## config.mk

```make
export PLATFORM = sky130hd
export DESIGN_NAME = fetch_unit
export DESIGN_NICKNAME = d
export VERILOG_FILES = /design/src/rtl/fetch_unit.sv
export SDC_FILE = /design/constraint.sdc
export NUM_CORES = 1
export LEC_CHECK = 0
export ABC_AREA = 1
export CORE_MARGIN = 5
export CORE_UTILIZATION = 48
export DETAILED_ROUTE_END_ITERATION = 10
export PLACE_DENSITY = 0.73
export SKIP_LAST_GASP = 1
export SLEW_MARGIN = 15
export SYNTH_ARGS = -nofsm -noshare
export SYNTH_HDL_FRONTEND = slang
export SYNTH_SLANG_ARGS = --single-unit
```

## constraint.sdc

```tcl
create_clock -name clk -period 2.7 [get_ports clk]
set_clock_uncertainty 0.2 [all_clocks]
set_input_delay 0.27 -clock clk [delete_from_list [all_inputs] [get_ports clk]]
set_output_delay 0.27 -clock clk [all_outputs]
set_load 0.02 [all_outputs]
```

## src/rtl/fetch_unit.sv

```systemverilog
// Instruction fetch stage (Q1). Owns the program counter, issues word fetches over a
// request/grant, in-order-response memory port, buffers returned words with their PCs in a
// small FIFO and hands them to Q1/Q2 under valid/ready. A redirect flushes the FIFO and
// marks every outstanding response as stale so it is dropped on arrival.
module fetch_unit #(
  parameter logic [31:0] RESET_PC = 32'h0000_0000,
  parameter int unsigned DEPTH    = 4
) (
  input  logic        clk,
  input  logic        rst_n,
  // Instruction memory port
  output logic        imem_req_op,
  output logic [31:0] imem_addr_op,
  input  logic        imem_gnt_ip,
  input  logic        imem_rvalid_ip,
  input  logic [31:0] imem_rdata_ip,
  // Redirect from Q2 (JAL) / Q4 (taken branch)
  input  logic        redirect_ip,
  input  logic [31:0] redirect_pc_ip,
  // Q1/Q2 pipeline register
  output logic        instr_valid_op,
  output logic [31:0] instr_op,
  output logic [31:0] pc_op,
  output logic [31:0] pc_incr_op,
  input  logic        instr_ready_ip
);

  localparam int unsigned PtrW = $clog2(DEPTH);
  localparam int unsigned CntW = PtrW + 1;
  localparam logic [CntW:0] DepthOcc = (CntW + 1)'(DEPTH);

  // Fetch address and FIFO storage
  logic [31:0]      fetch_pc_q, fetch_pc_d;
  logic [31:0]      pc_q     [DEPTH];
  logic [31:0]      pc_d     [DEPTH];
  logic [31:0]      instr_q  [DEPTH];
  logic [31:0]      instr_d  [DEPTH];
  logic [DEPTH-1:0] filled_q, filled_d;

  // head: oldest allocated, tail: next to allocate, fill: oldest allocated but unfilled
  logic [PtrW-1:0]  head_q, head_d;
  logic [PtrW-1:0]  tail_q, tail_d;
  logic [PtrW-1:0]  fill_q, fill_d;

  // alloc: allocated entries, pend: allocated but unfilled, drop: stale responses owed
  logic [CntW-1:0]  alloc_cnt_q, alloc_cnt_d;
  logic [CntW-1:0]  pend_cnt_q, pend_cnt_d;
  logic [CntW-1:0]  drop_cnt_q, drop_cnt_d;

  logic [CntW:0]    occupancy;
  logic             grant;
  logic             pop;
  logic             fill;
  logic             stale_rsp;

  // Only the word address of the redirect target is used.
  logic             unused_redirect_lsbs;
  assign unused_redirect_lsbs = ^redirect_pc_ip[1:0];

  // Request side and handshakes; req never looks at gnt or ready
  always_comb begin
    occupancy   = {1'b0, alloc_cnt_q} + {1'b0, drop_cnt_q};
    imem_req_op = rst_n && (occupancy < DepthOcc) && !redirect_ip;
    imem_addr_op = fetch_pc_q;
    grant       = imem_req_op && imem_gnt_ip;
    pop         = instr_valid_op && instr_ready_ip;
    stale_rsp   = imem_rvalid_ip && (drop_cnt_q != '0);
    fill        = imem_rvalid_ip && (drop_cnt_q == '0) && (pend_cnt_q != '0);
  end

  // Head entry drives the pipeline register; all of it comes from flops
  always_comb begin
    instr_valid_op = (alloc_cnt_q != '0) && filled_q[head_q];
    instr_op       = instr_q[head_q];
    pc_op          = pc_q[head_q];
    pc_incr_op     = pc_q[head_q] + 32'd4;
  end

  // Next-state: redirect overrides grant, fill and pop
  always_comb begin
    fetch_pc_d  = fetch_pc_q;
    pc_d        = pc_q;
    instr_d     = instr_q;
    filled_d    = filled_q;
    head_d      = head_q;
    tail_d      = tail_q;
    fill_d      = fill_q;
    alloc_cnt_d = alloc_cnt_q;
    pend_cnt_d  = pend_cnt_q;
    drop_cnt_d  = drop_cnt_q;

    if (redirect_ip) begin
      fetch_pc_d  = {redirect_pc_ip[31:2], 2'b00};
      filled_d    = '0;
      head_d      = '0;
      tail_d      = '0;
      fill_d      = '0;
      alloc_cnt_d = '0;
      pend_cnt_d  = '0;
      // Every unfilled entry still has a response coming; a response arriving now is
      // either already counted in drop or is one of those unfilled entries.
      drop_cnt_d  = drop_cnt_q + pend_cnt_q - CntW'(imem_rvalid_ip);
    end else begin
      if (grant) begin
        pc_d[tail_q]     = fetch_pc_q;
        filled_d[tail_q] = 1'b0;
        tail_d           = tail_q + PtrW'(1);
        fetch_pc_d       = fetch_pc_q + 32'd4;
      end
      if (fill) begin
        instr_d[fill_q]  = imem_rdata_ip;
        filled_d[fill_q] = 1'b1;
        fill_d           = fill_q + PtrW'(1);
      end
      if (pop) begin
        filled_d[head_q] = 1'b0;
        head_d           = head_q + PtrW'(1);
      end
      if (stale_rsp) begin
        drop_cnt_d = drop_cnt_q - CntW'(1);
      end
      alloc_cnt_d = alloc_cnt_q + CntW'(grant) - CntW'(pop);
      pend_cnt_d  = pend_cnt_q + CntW'(grant) - CntW'(fill);
    end
  end

  // State registers; storage is cleared too so the head reads as zero in reset
  always_ff @(posedge clk or negedge rst_n) begin
    if (!rst_n) begin
      fetch_pc_q  <= RESET_PC;
      filled_q    <= '0;
      head_q      <= '0;
      tail_q      <= '0;
      fill_q      <= '0;
      alloc_cnt_q <= '0;
      pend_cnt_q  <= '0;
      drop_cnt_q  <= '0;
      for (int unsigned i = 0; i < DEPTH; i++) begin
        pc_q[i]    <= '0;
        instr_q[i] <= '0;
      end
    end else begin
      fetch_pc_q  <= fetch_pc_d;
      filled_q    <= filled_d;
      head_q      <= head_d;
      tail_q      <= tail_d;
      fill_q      <= fill_d;
      alloc_cnt_q <= alloc_cnt_d;
      pend_cnt_q  <= pend_cnt_d;
      drop_cnt_q  <= drop_cnt_d;
      for (int unsigned i = 0; i < DEPTH; i++) begin
        pc_q[i]    <= pc_d[i];
        instr_q[i] <= instr_d[i];
      end
    end
  end

  // Internal invariants and memory-side protocol expectations
  addr_aligned_a: assert property (@(posedge clk) disable iff (!rst_n)
    imem_req_op |-> (imem_addr_op[1:0] == 2'b00));

  addr_stable_a: assert property (@(posedge clk) disable iff (!rst_n)
    (imem_req_op && !imem_gnt_ip) |=> $stable(imem_addr_op));

  rsp_owed_a: assert property (@(posedge clk) disable iff (!rst_n)
    imem_rvalid_ip |-> ((drop_cnt_q != '0) || (pend_cnt_q != '0)));

  occ_bound_a: assert property (@(posedge clk) disable iff (!rst_n)
    occupancy <= DepthOcc);

  pend_bound_a: assert property (@(posedge clk) disable iff (!rst_n)
    pend_cnt_q <= alloc_cnt_q);

endmodule

```

==> metrics.md, run 1 <==
| Metric | Value |
|---|---|
| Initial Util | `48.5%` |
| Synth area leader | `dfrtp_1` |
| MaxCap Viol Count | `0` |
| XOR/XNOR Fraction of Synth Area | `2.23%` |
| N_diodes | `0` |
| Inserted Clock Buffers | `34` |
| Setup-failing EPs final | `44` |
| Top cells by count, synth | `710 x nand2_1, 297 x dfrtp_1, 226 x o21ai_0` |
| Pwr Density | `829 nW/um2` |
| Critical Path RT | `2230 ps` |
| Largest cells by area after synthesis | `dfrtp_1 47%, nand2_1 17%, o21ai_0 7.2%, nor2_1 3.8%, o21ai_1 3.7%` |
| Chip width | `191 um` |
| Post-Synth Adder-Cell Area | `between 2 and 2.5%` |
| Total Neg Setup Slack | `-7980 ps` |
| Leakage | `10.1 nW` |
| R2R Path Start | `head_q[0]` |
| Worst R2R Path Depth | `15` |
| Max IR drop VDD | `455 uV` |
| Antenna violations before repair | `1` |
| Number of flops mapped to enable cells by yosys | `0` |
| CP top delay family | `simple AND/OR/NAND/NOR gates` |
| Largest family of logic cells by synthesized area | `simple AND/OR/NAND/NOR gates` |
| Worst Tran Pin Value | `around 950 ps` |
| Final Hold Violating Endpoints | `0` |
| Fin Hold WS | `13.1 ps` |
| DRC Markers | `0` |
| Netlist cell types | `41` |
| CP Capture Type | `output pin` |
| Failing checks | `negative setup slack` |
| Most common cell in the netlist | `nand2_1` |
| Max_slew headroom | `36.8%` |
| CP most frequent cell | `nand2_1` |
| Starting DRC count in detailed routing | `1095` |
| Mux cell area share after synthesis | `0%` |
| Vias in the first global route | `14800` |
| HP Class | `input pin to flop` |
| Largest net degree at the start of global routing | `144` |
| Ys Warns | `0` |
| Worst hold endpoint | `filled_q[3]` |
| Register-to-register setup slack | `-160 ps` |
| Final net count | `2424` |
| CTS root buffer | `clkbuf_16` |
| Post-Synth Simple-Gate Area | `26.9%` |
| Port bufs | `191` |
| Drt pass-1 iters | `6` |
| FMAX | `approximately 330 MHz` |
| Complex-gate fraction of the synthesized area | `13.7%` |
| Synthesized area per cell | `7.66 um2` |
| Critical Path Start Type | `flop` |
| Row cnt | `66` |
| Latest clock arrival within the worst-skew pair | `520 ps` |
| Synth Register Bits | `297` |
| Post-synth top area share | `47.3%` |
| Syn Inst Count | `2052` |
| HPWL after DPL | `32.3 mm` |
| Worst-path cell chain | `clkinv_8 -> clkbuf_16 -> nand2_1 -> nand2_1 -> nand2_1 -> nand2_1 -> nand2_2 -> nor2_4 -> nand2_1 -> nor2_2 -> nand2_1 -> nand2_1 -> nand2_1 -> buf_6` |
| Antenna-violating nets left | `0` |
| Share of layout cells above drive strength 1 | `about a fifth` |
| Crit Path Category | `flop to output pin` |
| Routed WL | `47.7 mm` |
| Critical Path Fanout Max | `8` |
| Non-Filler Instances | `2794` |
| Period utilisation layout | `113%` |
| Worst Hold Launch | `redirect_ip` |
| Synth Cell Area | `approximately 16000 um2` |
| # IOs | `200` |
| GP Congestion | `0.972` |
| Deepest clock path buffer count | `3` |
| Final worst setup slack | `-355 ps` |
| Vias per inst | `between 5 and 6` |
| DIE AREA | `~36000 um2` |
| RR Endpoint | `alloc_cnt_q[2]` |
| Avg WL per Cell | `around 17 um` |
| Pre-CTS setup slack | `-303 ps` |
| Number of stages on the worst setup path | `14` |
| WHS Path Cells | `5` |
| CP Buf/Inv Count | `3` |
| First-pass GRT wire length | `75.7 mm` |
| RSZ-0062 raised after global routing | `yes` |
| Placed instance count | `2705` |
| Clock transition at path regs | `60 ps` |
| Largest stage delay, worst path | `570 ps` |
| Synth Flop Type | `dfrtp_1` |
| Area Overhead vs Synth | `33.4%` |
| Tmin final | `~3100 ps` |
| Routed vias | `15000` |
| Pins Over Slew Limit | `0` |
| Worst Path Arrival | `2590 ps` |
| Crit-path slowest cell | `dfrtp_4` |
| Status | `finished with violations` |
| Die H | `~190 um` |
| Core area | `32500 um2` |
| CTS Sinks | `297` |
| Post-synthesis sequential area ratio | `47.3%` |
| Filler cells | `2695` |
| GR Overflow Total | `0` |
| TritonCTS clock tree | `done` |
| Aggregate global-route resource usage | `~25%` |
| CTS H-tree lvls | `2` |
| Async SR Flop Fraction | `100%` |
==> how the worst max path moves through the flow <==
stage | to | from | slack [ps]
floorplan | alloc_cnt_q[2] | drop_cnt_q[2] | -130
global placement | pc_incr_op[26] | head_q[0] | -270
detailed placement | pc_incr_op[31] | head_q[0] | -300
CTS | pc_incr_op[31] | head_q[0] | -320
global route | pc_incr_op[15] | head_q[0] | -480
finish | pc_incr_op[31] | head_q[0] | -360
==> area by class of cell <==
cell class                 instances  area, um2  area share, %
inverter                         137        531           2.53
clock inverter                    11        173          0.823
multi-input combinational       1510       7820           37.3
clock buffer                      51       1020           4.88
tap                              442        553           2.64
sequential                       297       7440           35.4
timing repair buffer             346       3440           16.4
==> report_power, final <==
group / total (mW) / switching [mW] / internal [mW]
Clock: 4.84 / 1.90 / 2.94
Combinational: 6.74 / 3.94 / 2.80
Sequential: 5.82 / 0.552 / 5.27
Total: 17.4 / 6.40 / 11.0
==> registers in the layout, indices dropped and copies added (netlist names) <==
signal	flops
head_q	2
fill_q	2
pend_cnt_q	3
tail_q	2
instr_q	128
imem_addr_op	30
alloc_cnt_q	3
drop_cnt_q	3
filled_q	4
pc_q	120
==> kinds of logic (layout without fill, tap and decap cells) <==
family / after synthesis / count (layout)
simple gates: 1028 / 1028
fa+ha+maj: 28 / 28
compound gates: 408 / 408
other cells: 1 / 6
xor+xnor: 40 / 40
buf+inv: 250 / 545
flops: 297 / 297
==> per-layer routing <==
metal	vias to the layer above	GRT usage, %	part of all wire (%)	wire length (um)
met3	107	3.98	6.5	3080
met4	2	7.21	3.1	1460
met5	-	0	0.027	13
met1	7201	34.0	42	20100
met2	537	42.9	48	23000
li1	7150	-	-	-
==> layout by cell type, fill, tap and decap left out, types with 7 or more instances in the layout <==
cell type and count:
nand4_1 10, xor2_1 27, clkbuf_16 37, clkbuf_2 13, nor2_2 24, nand2_2 62
o21ai_0 216, o211ai_1 9, nor3_1 11, buf_6 30, clkdlybuf4s50_1 95, o22ai_1 32
nor2_1 129, buf_12 27, inv_1 121, o21ai_1 123, nand2_1 646, o221ai_1 7
dfrtp_1 295, nand3_2 13, dlygate4sd2_1 13, inv_2 13, nand2_4 21, nand3_1 80
clkdlybuf4s15_2 12, buf_4 119, ha_1 20, clkbuf_8 11, xor2_2 8, nor2_4 21
buf_2 17
==> worst min-delay path: stages <==
cell,delay (ps)
buf_2,100
inv_2,40
buf_4,170
nand2_1,80
nor2_1,40
==> stage by stage <==
step / total power, mW / area, um2 / utilization, %
floorplan: 9.14 / 15800 / -
finish: 17.4 / 21000 / 64.7
global route: 18.4 / 21000 / 64.7
detailed placement: 12.3 / 18800 / 58.1
CTS: 17.0 / 20400 / 62.9
global placement: 12.1 / 18800 / 58.1
==> repair_timing <==
| action | 4_1_cts | 5_1_grt |
|---|---|---|
| gates cloned | 2 | 3 |
| pin swaps | 42 | 53 |
| gates resized for setup | 336 | 216 |
| buffers inserted | 11 | 13 |
| hold buffers | 1 | 0 |
| hold endpoints to repair | 26 | 0 |
| endpoints found under the setup margin | 93 | 87 |
No activity file was read; power rests on OpenSTA's default activity.
==> inputs of run 2 (changes only) <==
--- a/config.mk
+++ b/config.mk
@@ -7,9 +7,10 @@
 export LEC_CHECK = 0
 export ABC_AREA = 1
 export CORE_MARGIN = 5
-export CORE_UTILIZATION = 48
+export CORE_UTILIZATION = 45
 export DETAILED_ROUTE_END_ITERATION = 10
-export PLACE_DENSITY = 0.73
+export PLACE_DENSITY = 0.67
+export SKIP_CTS_REPAIR_TIMING = 1
 export SKIP_LAST_GASP = 1
 export SLEW_MARGIN = 15
 export SYNTH_ARGS = -nofsm -noshare
==> constraint.sdc (replaced) <==
create_clock -name clk -period 3.2 [get_ports clk]
set_clock_uncertainty 0.2 [all_clocks]
set_input_delay 0.32 -clock clk [delete_from_list [all_inputs] [get_ports clk]]
set_output_delay 0.32 -clock clk [all_outputs]
set_load 0.02 [all_outputs]
==> metrics.md, run 2 (synthesized netlist as in run 1, its figures left out) <==
| Metric | Value |
|---|---|
| HP Class | `input pin to flop` |
| Worst Tran Pin Value | `984 ps (+35.7 ps)` |
| Inserted Clock Buffers | `31 (-8.8%)` |
| Critical Path Fanout Max | `10 (+2)` |
| Uppermost routed layer | `met4` |
| Routed vias | `14300 (-4.4%)` |
| Latest clock arrival within the worst-skew pair | `580 ps (+60 ps)` |
| Final Hold Violating Endpoints | `0 (unchanged)` |
| First-pass GRT wire length | `72.9 mm (-3.7%)` |
| Period utilisation layout | `102%` |
| Tmin final | `3250 ps` |
| Max IR drop VDD | `517 uV (+14%)` |
| Net Sw Power | `5.11 mW (-20%)` |
| Part of the power in the clock network | `25.7% (-2.1 points)` |
| MaxCap Viol Count | `0 (unchanged)` |
| Commonest non-fill, non-tap cell in the layout | `nand2_1` |
| Placed instance count | `2668 (-1.4%)` |
| Largest net degree at the start of global routing | `89 (-38%)` |
| Number of flip-flops in the largest register | `128 (unchanged)` |
| Core area | `34500 um2 (+6.4%)` |
| Largest stage delay, worst path | `520 ps (-50 ps)` |
| Worst-path cell chain | `buf_12 -> clkinv_8 -> buf_4 -> clkbuf_16 -> nand2_1 -> nand3_1 -> nand2_1 -> nor2_1 -> nand2_1 -> nor2_1 -> nand3_2 -> nand2_2 -> nand2_1 -> buf_4` |
| Leakage | `10.1 nW (+0.12%)` |
| Avg WL per Cell | `16.6 um (-3.0%)` |
| Starting DRC count in detailed routing | `1017 (-7.1%)` |
| GP Congestion | `0.935 (-3.8%)` |
| Failing checks | `negative setup slack` |
| Non-Filler Instances | `2752 (-1.5%)` |
| Routed WL | `45.6 mm (-4.4%)` |
| Initial Util | `45.5% (-2.9 points)` |
| CP Capture Type | `output pin` |
| Largest reg by FF count | `instr_q` |
| P_int | `8.85 mW (-20%)` |
| Crit-path slowest cell | `dfrtp_4` |
| Chip width | `197 um (+3.1%)` |
| Status | `finished with violations` |
| CTS H-tree lvls | `1 (-1)` |
| Antenna-violating nets left | `0 (unchanged)` |
| Final worst setup slack | `-48.7 ps (+307 ps)` |
| Sequential power share | `35.1% (+1.7 points)` |
| Row cnt | `68 (+3.0%)` |
| Deepest clock path buffer count | `3 (unchanged)` |
| Critical Path RT | `2680 ps (+450 ps)` |
| Dpl cell area | `18200 um2 (-3.3%)` |
| Drt pass-1 iters | `6 (unchanged)` |
| Aggregate global-route resource usage | `22.7% (-2.6 points)` |
| CTS root buffer | `clkbuf_16` |
| Met1 wire length | `20.2 mm (+0.10%)` |
| Most frequent cells in the layout | `641 x nand2_1, 295 x dfrtp_1, 224 x o21ai_0` |
| HPWL after DPL | `30.7 mm (-4.8%)` |
| Setup-failing EPs final | `4 (-91%)` |
| RSZ-0062 raised after global routing | `yes` |
| Critical Path Start Type | `flop` |
| Max_slew headroom | `34.4% (-2.4 points)` |
| Worst Path Arrival | `2730 ps (+140 ps)` |
| Antenna violations before repair | `2 (+1)` |
| DR WL met2 | `21.6 mm (-5.8%)` |
| Vias per inst | `5.21 (-3.0%)` |
| Vias in the first global route | `13700 (-7.7%)` |
| CP most frequent cell | `nand2_1` |
| Pins Over Slew Limit | `0 (unchanged)` |
| Comb pwr share | `39.2% (+0.5 points)` |
| Final net count | `2372 (-2.1%)` |
| DRC Markers | `0 (unchanged)` |
| Switching Fraction | `36.6% (-0.16 points)` |
| # IOs | `200 (unchanged)` |
| Routed wl met3 | `2.76 mm (-10%)` |
| TritonCTS clock tree | `done` |
| Crit Path Category | `flop to output pin` |
| Share of layout cells above drive strength 1 | `15.0% (-5.3 points)` |
| CTS Sinks | `297 (unchanged)` |
| Port bufs | `191 (unchanged)` |
| Area Overhead vs Synth | `28.0%` |
| Pwr Density | `693 nW/um2 (-16%)` |
| FMAX | `308 MHz` |
| DIE AREA | `38800 um2 (+6.3%)` |
| Die H | `197 um (+3.1%)` |
| Filler cells | `3130 (+16%)` |
| Fin area | `20100 um2 (-4.1%)` |
| GR Overflow Total | `0 (unchanged)` |
| Clock transition at path regs | `70 ps (about the same)` |
| Core Util, Final | `58.3% (-6.4 points)` |
| N_diodes | `0 (unchanged)` |
==> run 2: layer usage <==
metal / track usage (%) / vias to the layer above
li1: - / 7050
met1: 31.7 / 6793
met2: 37.6 / 423
met3: 3.45 / 66
met4: 5.65 / 0
met5: 0 / -
==> run 2: stage by stage <==
| step | TNS [ps] | total power, mW | hold slack [ps] | setup slack [ps] |
|---|---|---|---|---|
| after global placement | 0 | 10.1 | -42.0 | 130 |
| after detailed placement | 0 | 10.2 | -42.1 | 86.1 |
| after floorplan | 0 | 7.68 | -176 | 207 |
| final | -100 | 14.0 | 112 | -48.7 |
| after global routing | -2220 | 14.8 | 124 | -231 |
| after CTS | -21130 | 13.8 | -629 | -542 |
==> run 2: area by class of cell <==
type | count | area (um2) | share of cell area, %
repair buffers | 297 | 2990 | 14.9
flip-flops and latches | 297 | 7440 | 36.9
inverters | 137 | 528 | 2.62
multi-input cells | 1510 | 7590 | 37.7
well taps | 455 | 569 | 2.83
clock inverters | 11 | 95.1 | 0.472
clock buffers | 45 | 928 | 4.61
==> run 2: worst paths after layout <==
| path | cells past startpoint | slack (ps) | from | endpoint |
|---|---|---|---|---|
| setup reg to reg | 15 | 350 | head_q[0] | alloc_cnt_q[2] |
| hold reg to reg | 2 | 280 | instr_q[94] | instr_q[94] |
| setup / recovery | 14 | -50 | head_q[0] | pc_incr_op[28] |
| min in group asynchronous | 3 | 260 | rst_n | imem_addr_op[22] |
| max in group asynchronous | 4 | 1150 | rst_n | instr_q[48] |
| hold / removal | 3 | 110 | redirect_pc_ip[3] | imem_addr_op[3] |
==> run 2: power by group through the flow <==
stage	Sequential (mW)	Clock [mW]	Combinational, mW
after floorplan	4.89	0	2.79
final	4.90	3.58	5.48
after CTS	4.87	3.66	5.30
after detailed placement	4.93	0	5.27
after global routing	4.98	3.83	6.01
after global placement	4.91	0	5.19
==> run 2: worst max-delay path: cells and delay by family (launching register included) <==
family                 cells  cell delay, ps
AND/OR/NAND/NOR            9            1020
flip-flops                 1             520
buffers and inverters      5             630
